### config.mk
export PLATFORM = sky130hd
export DESIGN_NAME = object_compositor
export DESIGN_NICKNAME = d
export VERILOG_FILES = /design/src/rtl/vga_pkg.sv /design/src/rtl/layer_priority_select.sv /design/src/rtl/object_compositor.sv
export SDC_FILE = /design/constraint.sdc
export NUM_CORES = 1
export LEC_CHECK = 0
export ABC_CLOCK_PERIOD_IN_PS = 5050
export BUFFER_PORTS_ARGS = -buffer_cell sky130_fd_sc_hd__buf_4
export CAP_MARGIN = 30
export CORE_ASPECT_RATIO = 0.6
export CORE_MARGIN = 1
export CORE_UTILIZATION = 42
export DETAILED_ROUTE_END_ITERATION = 12
export GPL_ROUTABILITY_DRIVEN = 0
export GPL_TIMING_DRIVEN = 0
export PLACE_DENSITY = 0.84
export SYNTH_ARGS = -nofsm -noshare
export SYNTH_HDL_FRONTEND = slang
export SYNTH_SLANG_ARGS = --single-unit
### constraint.sdc
create_clock -name clk -period 5.05 [get_ports clk]
set_input_delay 1.2625 -clock clk [delete_from_list [all_inputs] [get_ports clk]]
set_output_delay 1.2625 -clock clk [all_outputs]
set_load 0.005 [all_outputs]
### src/rtl/vga_pkg.sv
// Shared VGA types and constants used by the object controllers and the compositor.
package vga_pkg;

  typedef logic [10:0] coord_t;
  typedef logic [7:0]  color_t;

  localparam color_t MASK_VALUE_DEFAULT = 8'h62;

  // Field indices into the per-object state record held by each controller.
  typedef enum logic [2:0] {
    IMG_ID = 3'd0,
    X      = 3'd1,
    Y      = 3'd2,
    WIDTH  = 3'd3,
    HEIGHT = 3'd4
  } obj_field_t;

  function automatic logic color_opaque(input color_t color, input color_t mask);
    return color != mask;
  endfunction

endpackage

### src/rtl/layer_priority_select.sv
// Combinational layer priority: the lowest-indexed non-mask colour wins.
module layer_priority_select
  import vga_pkg::*;
#(
  parameter int     NUM_LAYERS = 4,
  parameter color_t MASK_VALUE = MASK_VALUE_DEFAULT
) (
  input  logic [NUM_LAYERS*8-1:0] layer_color,
  output logic [7:0]              sel_color,
  output logic                    any_opaque
);

  // Walk from the lowest priority upwards so the last hit is the highest-priority layer.
  always_comb begin
    sel_color  = '0;
    any_opaque = 1'b0;
    for (int i = NUM_LAYERS - 1; i >= 0; i--) begin
      if (color_opaque(layer_color[i*8 +: 8], MASK_VALUE)) begin
        sel_color  = layer_color[i*8 +: 8];
        any_opaque = 1'b1;
      end
    end
  end

endmodule

### src/rtl/object_compositor.sv
// Three-stage pixel compositor over NUM_LAYERS object controllers.
// Define OBJECT_COMPOSITOR_COLLISION_EN to build the per-frame player collision flags.
module object_compositor
  import vga_pkg::*;
#(
  parameter int     NUM_LAYERS = 4,
  parameter color_t MASK_VALUE = MASK_VALUE_DEFAULT,
  parameter color_t BG_COLOR   = 8'h00
) (
  input  logic                    clk,
  input  logic                    resetN,
  input  logic                    frame_start,
  input  logic [10:0]             pixel_x,
  input  logic [10:0]             pixel_y,
  input  logic                    pixel_valid,
  output logic [10:0]             requested_x,
  output logic [10:0]             requested_y,
  input  logic [NUM_LAYERS*8-1:0] layer_color,
  output logic [7:0]              out_color,
  output logic                    out_valid,
  output logic [NUM_LAYERS-1:0]   collision_flags,
  output logic                    collision_any
);

  logic       v1;
  logic       v2;
  logic [7:0] sel_color;
  logic       any_opaque;

  // Coordinates keep flowing for invisible pixels so controllers see a continuous scan.
  always_ff @(posedge clk) begin
    if (!resetN) begin
      requested_x <= '0;
      requested_y <= '0;
      v1          <= 1'b0;
      v2          <= 1'b0;
    end else begin
      requested_x <= pixel_x;
      requested_y <= pixel_y;
      v1          <= pixel_valid;
      v2          <= v1;
    end
  end

  layer_priority_select #(
    .NUM_LAYERS (NUM_LAYERS),
    .MASK_VALUE (MASK_VALUE)
  ) u_select (
    .layer_color (layer_color),
    .sel_color   (sel_color),
    .any_opaque  (any_opaque)
  );

  always_ff @(posedge clk) begin
    if (!resetN) begin
      out_color <= BG_COLOR;
      out_valid <= 1'b0;
    end else begin
      out_color <= (v2 && any_opaque) ? sel_color : BG_COLOR;
      out_valid <= v2;
    end
  end

`ifdef OBJECT_COMPOSITOR_COLLISION_EN
  logic [NUM_LAYERS-1:0] hit_acc;
  logic [NUM_LAYERS-1:0] hit_now;
  logic [NUM_LAYERS-1:0] hit_closing;

  // Bit 0 is the player itself and never reports a collision.
  always_comb begin
    hit_now = '0;
    for (int i = 1; i < NUM_LAYERS; i++) begin
      hit_now[i] = v2 && color_opaque(layer_color[7:0], MASK_VALUE)
                      && color_opaque(layer_color[i*8 +: 8], MASK_VALUE);
    end
  end

  assign hit_closing = hit_acc | hit_now;

  // Hits seen on the frame_start cycle itself belong to the frame that is closing.
  always_ff @(posedge clk) begin
    if (!resetN) begin
      hit_acc         <= '0;
      collision_flags <= '0;
      collision_any   <= 1'b0;
    end else if (frame_start) begin
      hit_acc         <= '0;
      collision_flags <= hit_closing;
      collision_any   <= |hit_closing;
    end else begin
      hit_acc         <= hit_closing;
    end
  end
`else
  logic unused_frame_start;

  assign unused_frame_start = frame_start;
  assign collision_flags    = '0;
  assign collision_any      = 1'b0;
`endif

endmodule

==> metrics.csv, run 1 <==
metric,value,unit
outcome,finished clean,
Final Util,78.0,%
DP Area,1930,um2
first-pass GRT wire length,6010,um
worst vdd ir,236,uV
synthesized area,1220,um2
Final #Nets,274,
endpoints failing setup,0,
# fillers,174,
Diodes inserted,0,
DR vias/cell,5.24,
final worst-path cycle share,56.9,%
count of input and output buffers,87,
CTS tree,built,
detailed-router iteration count before antenna repair,4,
Reg area,661,um2
top post-synthesis cells by area,"dfxtp_1 54%, and2_1 13%, buf_4 3.7%, a221oi_1 3.6%, a41o_1 3.3%",
ANT nets after route,0,
Multi-input gate area,503,um2
Die Ht,43.8,um
via count,1304,
PD cells,298,nW/um2
number of global-route vias before repair,1231,
final WL,4020,um
sequential share of the synthesized area,54.0,%
final hold slack,456,ps
CTS root buffer,clkbuf_8,
Pleak,1.03,nW
Area Overhead vs Synth,67.4,%
initial antenna violation count,0,
worst hold path type,reg2reg,
FMAX,348,MHz
die area,3140,um2
Yosys warnings,0,
drt wl/cell,16.2,um
clock-pin slew on the worst setup and hold paths,70,ps
site row count,14,
GRT Util Overall,26.9,%
final hold violation count,0,
slew margin rel.,64.3,%
Critical Path End Type,flop,
gr ovfl total,0,
CP Class,in2reg,
Setup Buffers After CTS,0,
# DRC,0,
Clock Path Buffers,2,
Synth top area share,54.0,%
WP data required,5220,ps
layout cells sized above 1,47.5,%
Clock Skews,1.96,ps
IO Pins,94,
critical path arrival,3040,ps
minimum clock period,2870,ps
chip width,71.7,um
RSZ-0062 raised after global routing,false,
Max Cap Viol,0,
CP startpoint kind,input port,
Detailed Route Iter0 Violations,109,
CTS Buf Count,5,
"FF+latch count, synth",33,
clock sinks,33,
fin area,2050,um2
post-CTS resize count,0,
total power,610,uW
Syn Inst Count,118,
Initial Util,46.6,%
H-tree depth,2,
Pins Over Slew Limit,0,
library cells used by synthesis,23,
cell taking the most area after synthesis,dfxtp_1,
largest net degree at the start of global routing,11,
worst-skew pair later-pin latency,290,ps
crit-path max FO,10,
worst-margin pin slew,528,ps
syn_area_per_cell,10.4,um2
Post-CTS Hold Buffers,0,
post-DP HPWL,3120,um
core area,2630,um2
setup TNS,0,ps
==> stage by stage <==
stage,worst slack (ps),std cells
final,2180,249
after global routing,2200,249
after CTS,2240,249
after detailed placement,1930,241
after global placement,2030,241
after floorplan,2480,122
==> kinds of logic (layout without fill, tap and decap cells) <==
logic type,after synthesis,in the layout,synth area share [%]
flip-flops,33,33,54.0
AO/OA/AOI/OAI,15,15,10.5
buffers and inverters,14,109,6.13
AND/OR/NAND/NOR,55,55,29.0
other,1,5,0.306
==> flip-flops by register name, indices dropped and copies added (netlist names) <==
signal,flops
out_color,8
out_valid,1
requested_x,11
requested_y,11
v1,1
v2,1
==> per-layer routing <==
metal  track usage [%]  up-vias  share of wire [%]
li1                  -      594                  -
met1              29.2      602                 40
met2              45.3       87                 48
met3              7.91       21                7.7
met4              21.2        0                4.6
met5                 0        -                  0
==> synth_stat cells <==
| cell | count |
|---|---|
| nor4b_1 | 2 |
| nor3b_1 | 3 |
| or4b_4 | 1 |
| clkbuf_1 | 2 |
| and2_1 | 25 |
| buf_4 | 6 |
| o311a_1 | 3 |
| nand2_1 | 6 |
| and3_1 | 1 |
| nor2b_1 | 2 |
| nand4b_1 | 1 |
| and4bb_2 | 1 |
| conb_1 | 1 |
| nor4bb_1 | 3 |
| nand2_4 | 1 |
| and4b_1 | 1 |
| dfxtp_1 | 33 |
| a221oi_1 | 5 |
| inv_1 | 6 |
| a41o_1 | 4 |
| nor2_1 | 7 |
| nand3_1 | 1 |
| a21oi_1 | 3 |
==> report_power, final <==
part / leakage [nW] / total (mW) / internal (mW) / switching [mW]
Clock: 0.0585 / 0.253 / 0.161 / 0.0928
Sequential: 0.273 / 0.275 / 0.272 / 0.00307
Combinational: 0.696 / 0.0816 / 0.0527 / 0.0288
Total: 1.03 / 0.610 / 0.485 / 0.125
==> final cells by class <==
| class | count | share of cell area (%) |
|---|---|---|
| plain buffers | 8 | 2.57 |
| clock buffers | 7 | 4.22 |
| clock inverters | 1 | 1.47 |
| inverters | 6 | 1.10 |
| multi-input cells | 75 | 24.6 |
| flip-flops and latches | 33 | 32.3 |
| well taps | 32 | 1.95 |
| repair buffers | 87 | 31.9 |
==> cell usage in the layout (no fill, tap or decap), drive strengths merged <==
master,n
nand4b,1
and4b,1
bufinv,1
nor4b,2
conb,5
nor2b,2
a41o,4
nor3b,3
inv,6
clkbuf,9
a221oi,5
nand3,1
dfxtp,33
nand2,7
and4bb,1
or4b,1
nor2,7
and2,25
nor4bb,3
and3,1
buf,93
o311a,3
a21oi,3
==> worst max-delay path, stage by stage <==
cell and delay (ps):
buf_4 120, nor4bb_1 500, and4b_1 280, buf_4 170
or4b_4 490, nand2_4 140, nor2_1 70
==> final timing paths <==
kind	slack, ps	startpoint	to	cells after the start
max	2180	layer_color[4]	out_color[2]$_SDFF_PN0_	7
min	460	v1$_SDFF_PN0_	v2$_SDFF_PN0_	1
max reg2reg	4190	v2$_SDFF_PN0_	out_color[5]$_SDFF_PN0_	3
min reg2reg	460	v1$_SDFF_PN0_	v2$_SDFF_PN0_	1
Power figures use the tool's default switching activity.
==> run 2: changes to the inputs <==
ABC_CLOCK_PERIOD_IN_PS = 2800   (was 5050)
CORE_UTILIZATION = 39   (was 42)
PLACE_DENSITY = 0.79   (was 0.84)
clock period = 2.8 ns   (was 5.05 ns; I/O delays follow)
==> metrics.csv, run 2 (synthesis results as in run 1) <==
metric,value,unit,change
Initial Util,41.8,%,-4.8 points
GRT Util Overall,21.1,%,-5.8 points
DR vias/cell,4.66,,-11%
RSZ-0062 raised after global routing,false,,
fin area,2050,um2,-0.12%
Clock Skews,3.28,ps,+1.32 ps
final hold violation count,0,,unchanged
Worst Reg2Reg Path Length in Cells,3,,unchanged
count of input and output buffers,87,,unchanged
hold-critical path endpoint,v2$_SDFF_PN0_,,
largest net degree at the start of global routing,11,,unchanged
gr ovfl total,0,,unchanged
Final #Nets,274,,unchanged
WP data required,2960,ps,-2260 ps
Die Ht,45.4,um,+3.6%
post-CTS resize count,0,,unchanged
worst-skew pair later-pin latency,270,ps,-20 ps
Setup Buffers After CTS,0,,unchanged
via count,1207,,-7.4%
"commonest cells after routing, fill and taps aside","93 x buf_4, 33 x dfxtp_1, 25 x and2_1",,
site row count,15,,+1
CTS tree,built,,
reg2reg start,v2$_SDFF_PN0_,,
Clock Path Buffers,2,,unchanged
dpl ws,358,ps,-1570 ps
"most common cell after layout, fill and taps aside",buf_4,,
first-pass GRT wire length,5090,um,-15%
Hold Crit Depth,1,,unchanged
Max Cap Viol,0,,unchanged
ANT nets after route,0,,unchanged
# fillers,243,,+40%
setup TNS,0,ps,unchanged
Detailed Route Iter0 Violations,67,,-39%
H-tree depth,2,,unchanged
Reg area,661,um2,unchanged
outcome,finished clean,,
Largest regs,"requested_x (11), requested_y (11), out_color (8)",,
Worst Hold Launch,v1$_SDFF_PN0_,,
die area,3370,um2,+7.4%
# DRC,0,,unchanged
CP startpoint kind,input port,,
layout cells sized above 1,47.9,%,+0.46 points
clock sinks,33,,unchanged
chip width,74.3,um,+3.7%
final worst-path cycle share,78.3,%,
Reg-to-Reg End,out_color[6]$_SDFF_PN0_,,
DP Area,1940,um2,+0.65%
final WL,3520,um,-12%
fin cells,259,,+4.0%
core area,2930,um2,+11%
worst hold path type,reg2reg,,
Area Overhead vs Synth,67.2,%,
IO Pins,94,,unchanged
detailed-router iteration count before antenna repair,4,,unchanged
crit-path max FO,10,,unchanged
Pleak,1.02,nW,-0.41%
PD cells,498,nW/um2,+67%
final worst slack,607,ps,-1570 ps
worst reg2reg setup slack,1960,ps,-2230 ps
endpoints failing setup,0,,unchanged
drt wl/cell,13.6,um,-16%
final hold slack,446,ps,-10.5 ps
clock-pin slew on the worst setup and hold paths,70,ps,about the same
Multi-input gate area,503,um2,unchanged
worst vdd ir,337,uV,+43%
FMAX,456,MHz,
Post-CTS Hold Buffers,0,,unchanged
CTS Buf Count,5,,unchanged
CTS root buffer,clkbuf_8,,
critical path arrival,2350,ps,-690 ps
Diodes inserted,0,,unchanged
Critical Path End Type,flop,,
CP Class,in2reg,,
number of global-route vias before repair,1112,,-9.7%
minimum clock period,2190,ps,
post-DP HPWL,2910,um,-6.8%
Cells after DPL,251,,+4.1%
initial antenna violation count,0,,unchanged
Pins Over Slew Limit,0,,unchanged
## run 2: changes by cell type in the layout (fill, tap and decap cells not counted)
cell       change
clkbuf_8       +1
clkbuf_1       -1
bufinv_16      -1
clkinv_2       +1
## run 2: critical path: stages
cell and delay, ps:
buf_4 110, nor4bb_1 430, and4b_1 260, buf_4 160, or4b_4 480, nand2_4 130, nor2_1 60
## run 2: per-layer routing
layer / vias up / GRT usage (%) / wire (um)
li1: 594 / - / -
met1: 561 / 25.0 / 1530
met2: 48 / 37.3 / 1730
met3: 4 / 7.08 / 224
met4: 0 / 6.04 / 38
met5: - / 0 / 0
## run 2: final cells by class
class                   count  area share, %
plain buffers               8           2.57
clock buffers               7           4.71
clock inverters             1          0.245
inverters                   6           1.10
multi-input cells          75           24.6
flip-flops and latches     33           32.3
well taps                  42           2.57
repair buffers             87           31.9
## run 2: power by group
group | switching, mW | internal [mW] | total [mW]
Clock | 0.159 | 0.222 | 0.381
Sequential | 0.00531 | 0.490 | 0.495
Combinational | 0.0483 | 0.0950 | 0.143
Total | 0.213 | 0.807 | 1.02
## run 2: through the flow
step / total power, mW / utilization (%)
after floorplan: 0.545 / -
after global placement: 0.642 / 66.4
after detailed placement: 0.648 / 66.4
after CTS: 1.03 / 69.9
after global routing: 1.06 / 69.9
final: 1.02 / 69.9
## run 2: how the worst max path moves through the flow
stage / from / end / slack, ps / cells after the start
floorplan: layer_color[4] / out_color[0]$_SDFF_PN0_ / 800 / 6
global placement: layer_color[4] / out_color[4]$_SDFF_PN0_ / 340 / 7
detailed placement: layer_color[4] / out_color[2]$_SDFF_PN0_ / 360 / 7
CTS: layer_color[4] / out_color[2]$_SDFF_PN0_ / 660 / 7
global route: layer_color[4] / out_color[2]$_SDFF_PN0_ / 530 / 7
finish: layer_color[4] / out_color[2]$_SDFF_PN0_ / 610 / 7
==> run 3: changes to the inputs <==
ABC_AREA = 1   (was default)
ABC_CLOCK_PERIOD_IN_PS = 2100   (was 2800)
CORE_UTILIZATION = 42   (was 39)
clock period = 2.1 ns   (was 2.8 ns; I/O delays follow)
==> metrics.csv, run 3 <==
metric,value,unit,change
largest net degree at the start of global routing,11,,unchanged
number of flops mapped to enable cells by yosys,0,,unchanged
"CP delay by family, top",simple AND/OR/NAND/NOR gates,,
WP data required,2320,ps,-640 ps
minimum clock period,1370,ps,
crit-path max FO,9,,-1
cell taking the most area after synthesis,dfxtp_1,,
CTS Buf Count,5,,unchanged
Final #Nets,372,,+36%
first-pass GRT wire length,6040,um,+19%
CTS tree,built,,
via count,1536,,+27%
"most common cell after layout, fill and taps aside",buf_4,,
site row count,16,,+1
H-tree depth,2,,unchanged
IO Pins,94,,unchanged
Diodes inserted,0,,unchanged
dominant synthesized flop cell,dfxtp_1,,
final worst-path cycle share,65.1,%,
Pins Over Slew Limit,0,,unchanged
Die Ht,48.3,um,+6.5%
"commonest cells after routing, fill and taps aside","91 x buf_4, 66 x nand2_1, 49 x inv_1",,
post-synthesis xor/xnor area fraction,0,%,unchanged
DR vias/cell,4.27,,-8.4%
syn_area_per_cell,6.92,um2,-33%
Max Cap Viol,0,,unchanged
most frequent cell after synthesis,nand2_1,,
post-CTS resize count,0,,unchanged
drt wl/cell,10.2,um,-25%
CP startpoint kind,input port,,
worst path cell trace,buf_4 > nor2_2 > nand3_2 > nor2_8 > nand3_4 > nor2_1 > nor2_1 > nor2_2,,
mux contribution to synthesized area,0,%,unchanged
Synth top area share,44.0,%,-10 points
largest family of logic cells by synthesized area,simple AND/OR/NAND/NOR gates,,
GRT Util Overall,20.8,%,-0.34 points
Detailed Route Iter0 Violations,56,,-16%
post-DP HPWL,3070,um,+5.3%
Setup Buffers After CTS,0,,unchanged
Commonest cells post-synth,"66 x nand2_1, 49 x inv_1, 33 x dfxtp_1, 26 x nor2_1, 11 x nand3_1",,
fin area,2340,um2,+14%
detailed-router iteration count before antenna repair,4,,unchanged
RSZ-0062 raised after global routing,false,,
Critical Path End Type,flop,,
Initial Util,44.9,%,+3.2 points
worst vdd ir,593,uV,+76%
CP Class,in2reg,,
PD cells,634,nW/um2,+27%
DP Area,2220,um2,+14%
Yosys warnings,0,,unchanged
final hold violation count,0,,unchanged
Clock Path Buffers,2,,unchanged
Post-CTS Hold Buffers,0,,unchanged
Syn Inst Count,217,,+84%
initial antenna violation count,0,,unchanged
clock sinks,33,,unchanged
CP bufs+invs,1,,-1
synthesized area,1500,um2,+23%
number of global-route vias before repair,1404,,+26%
met2 Use GR,31.8,%,-5.5 points
clock-pin slew on the worst setup and hold paths,70,ps,about the same
library cells used by synthesis,18,,-22%
CP max stage delay,250,ps,-230 ps
# DRC,0,,unchanged
gr ovfl total,0,,unchanged
Area Overhead vs Synth,55.5,%,
chip width,79.2,um,+6.6%
simple-gate area share of the yosys netlist,39.1,%,+10 points
sequential share of the synthesized area,44.0,%,-10 points
FMAX,731,MHz,
# fillers,284,,+17%
met3 global-route usage,7.92,%,+0.84 points
top post-synthesis cells by area,"dfxtp_1 44%, nand2_1 16%, inv_1 12%, nor2_1 6.5%, nand3_1 3.7%",,
core area,3340,um2,+14%
slowest CP cell,nor2_8,,
final WL,3680,um,+4.4%
critical path arrival,1590,ps,-760 ps
Synth Area in Adders,0,%,unchanged
ANT nets after route,0,,unchanged
GR peak layer,met2,,
Synth Area in Compound Gates,0.999,%,-9.5 points
Largest regs,"requested_x (11), requested_y (11), out_color (8)",,
worst hold path type,in2reg,,
CTS root buffer,clkbuf_8,,
"FF+latch count, synth",33,,unchanged
Clock Skews,6.96,ps,+3.68 ps
endpoints failing setup,0,,unchanged
Pleak,1.42,nW,+39%
outcome,finished clean,,
routing usage on met1,28.5,%,+3.5 points
setup TNS,0,ps,unchanged
async set-reset flop share out of synthesis,0,%,unchanged
die area,3830,um2,+14%
count of input and output buffers,86,,-1.1%
worst-skew pair later-pin latency,270,ps,about the same
layout cells sized above 1,37.1,%,-11 points
[run 3: cell count changes after synthesis, moves of 3 or more]
cell and delta:
inv_1 +43, a41o_1 -4, nor2_1 +19, nand2_1 +60, nor4bb_1 -3, a221oi_1 -5
nor2_4 +3, nor3b_1 -3, nand3_1 +10, nor2_2 +7, o311a_1 -3, and2_1 -25
[run 3: layout make-up]
type	count	area (um2)	share of cell area, %
sequential	33	661	28.3
timing repair buffer	86	646	27.6
multi-input combinational	130	621	26.6
inverter	50	188	8.03
clock buffer	7	86.3	3.70
tap	45	56.3	2.41
buffer	8	48.8	2.09
clock inverter	1	30.0	1.29
[run 3: final timing paths]
kind	to	cells after the start	start	slack [ps]
setup / recovery	out_color[4]$_SDFF_PN0_	8	layer_color[4]	730
hold reg to reg	v2$_SDFF_PN0_	2	v1$_SDFF_PN0_	460
setup reg to reg	out_color[7]$_SDFF_PN0_	4	v2$_SDFF_PN0_	1300
hold / removal	requested_x[6]$_SDFF_PN0_	3	pixel_x[6]	430
[run 3: worst reg2reg max path: stages (launching register included)]
cell,delay [ps]
dfxtp_1,310
nand2_1,50
inv_1,170
nand2_4,110
nor2_2,110
[run 3: report_power, final]
group	switching, mW	leakage [nW]	internal (mW)
Sequential	0.00721	0.273	0.653
Clock	0.218	0.0585	0.387
Combinational	0.0923	1.09	0.125
Total	0.317	1.42	1.16
[run 3: metal layers]
layer  routed length (um)  part of all wire (%)
met2                 1600                    43
met1                 1670                    45
met4                   18                  0.49
met3                  389                    11
met5                    0                     0
[run 3: kinds of logic (layout without fill, tap and decap cells)]
family	after synthesis	in the layout
simple gates	122	122
buf+inv	58	152
flops	33	33
compound gates	3	3
other cells	1	5
[run 3: per-stage QoR]
step                utilization (%)  hold WS, ps  std cells  power, mW  setup WS (ps)
finish                         69.9          427        360       1.48            732
global route                   69.9          425        360       1.56            705
CTS                            69.9          422        360       1.50            773
detailed placement             66.4          444        352      0.891            482
global placement               66.4          396        352      0.885            510
floorplan                         -          390        221      0.752            743
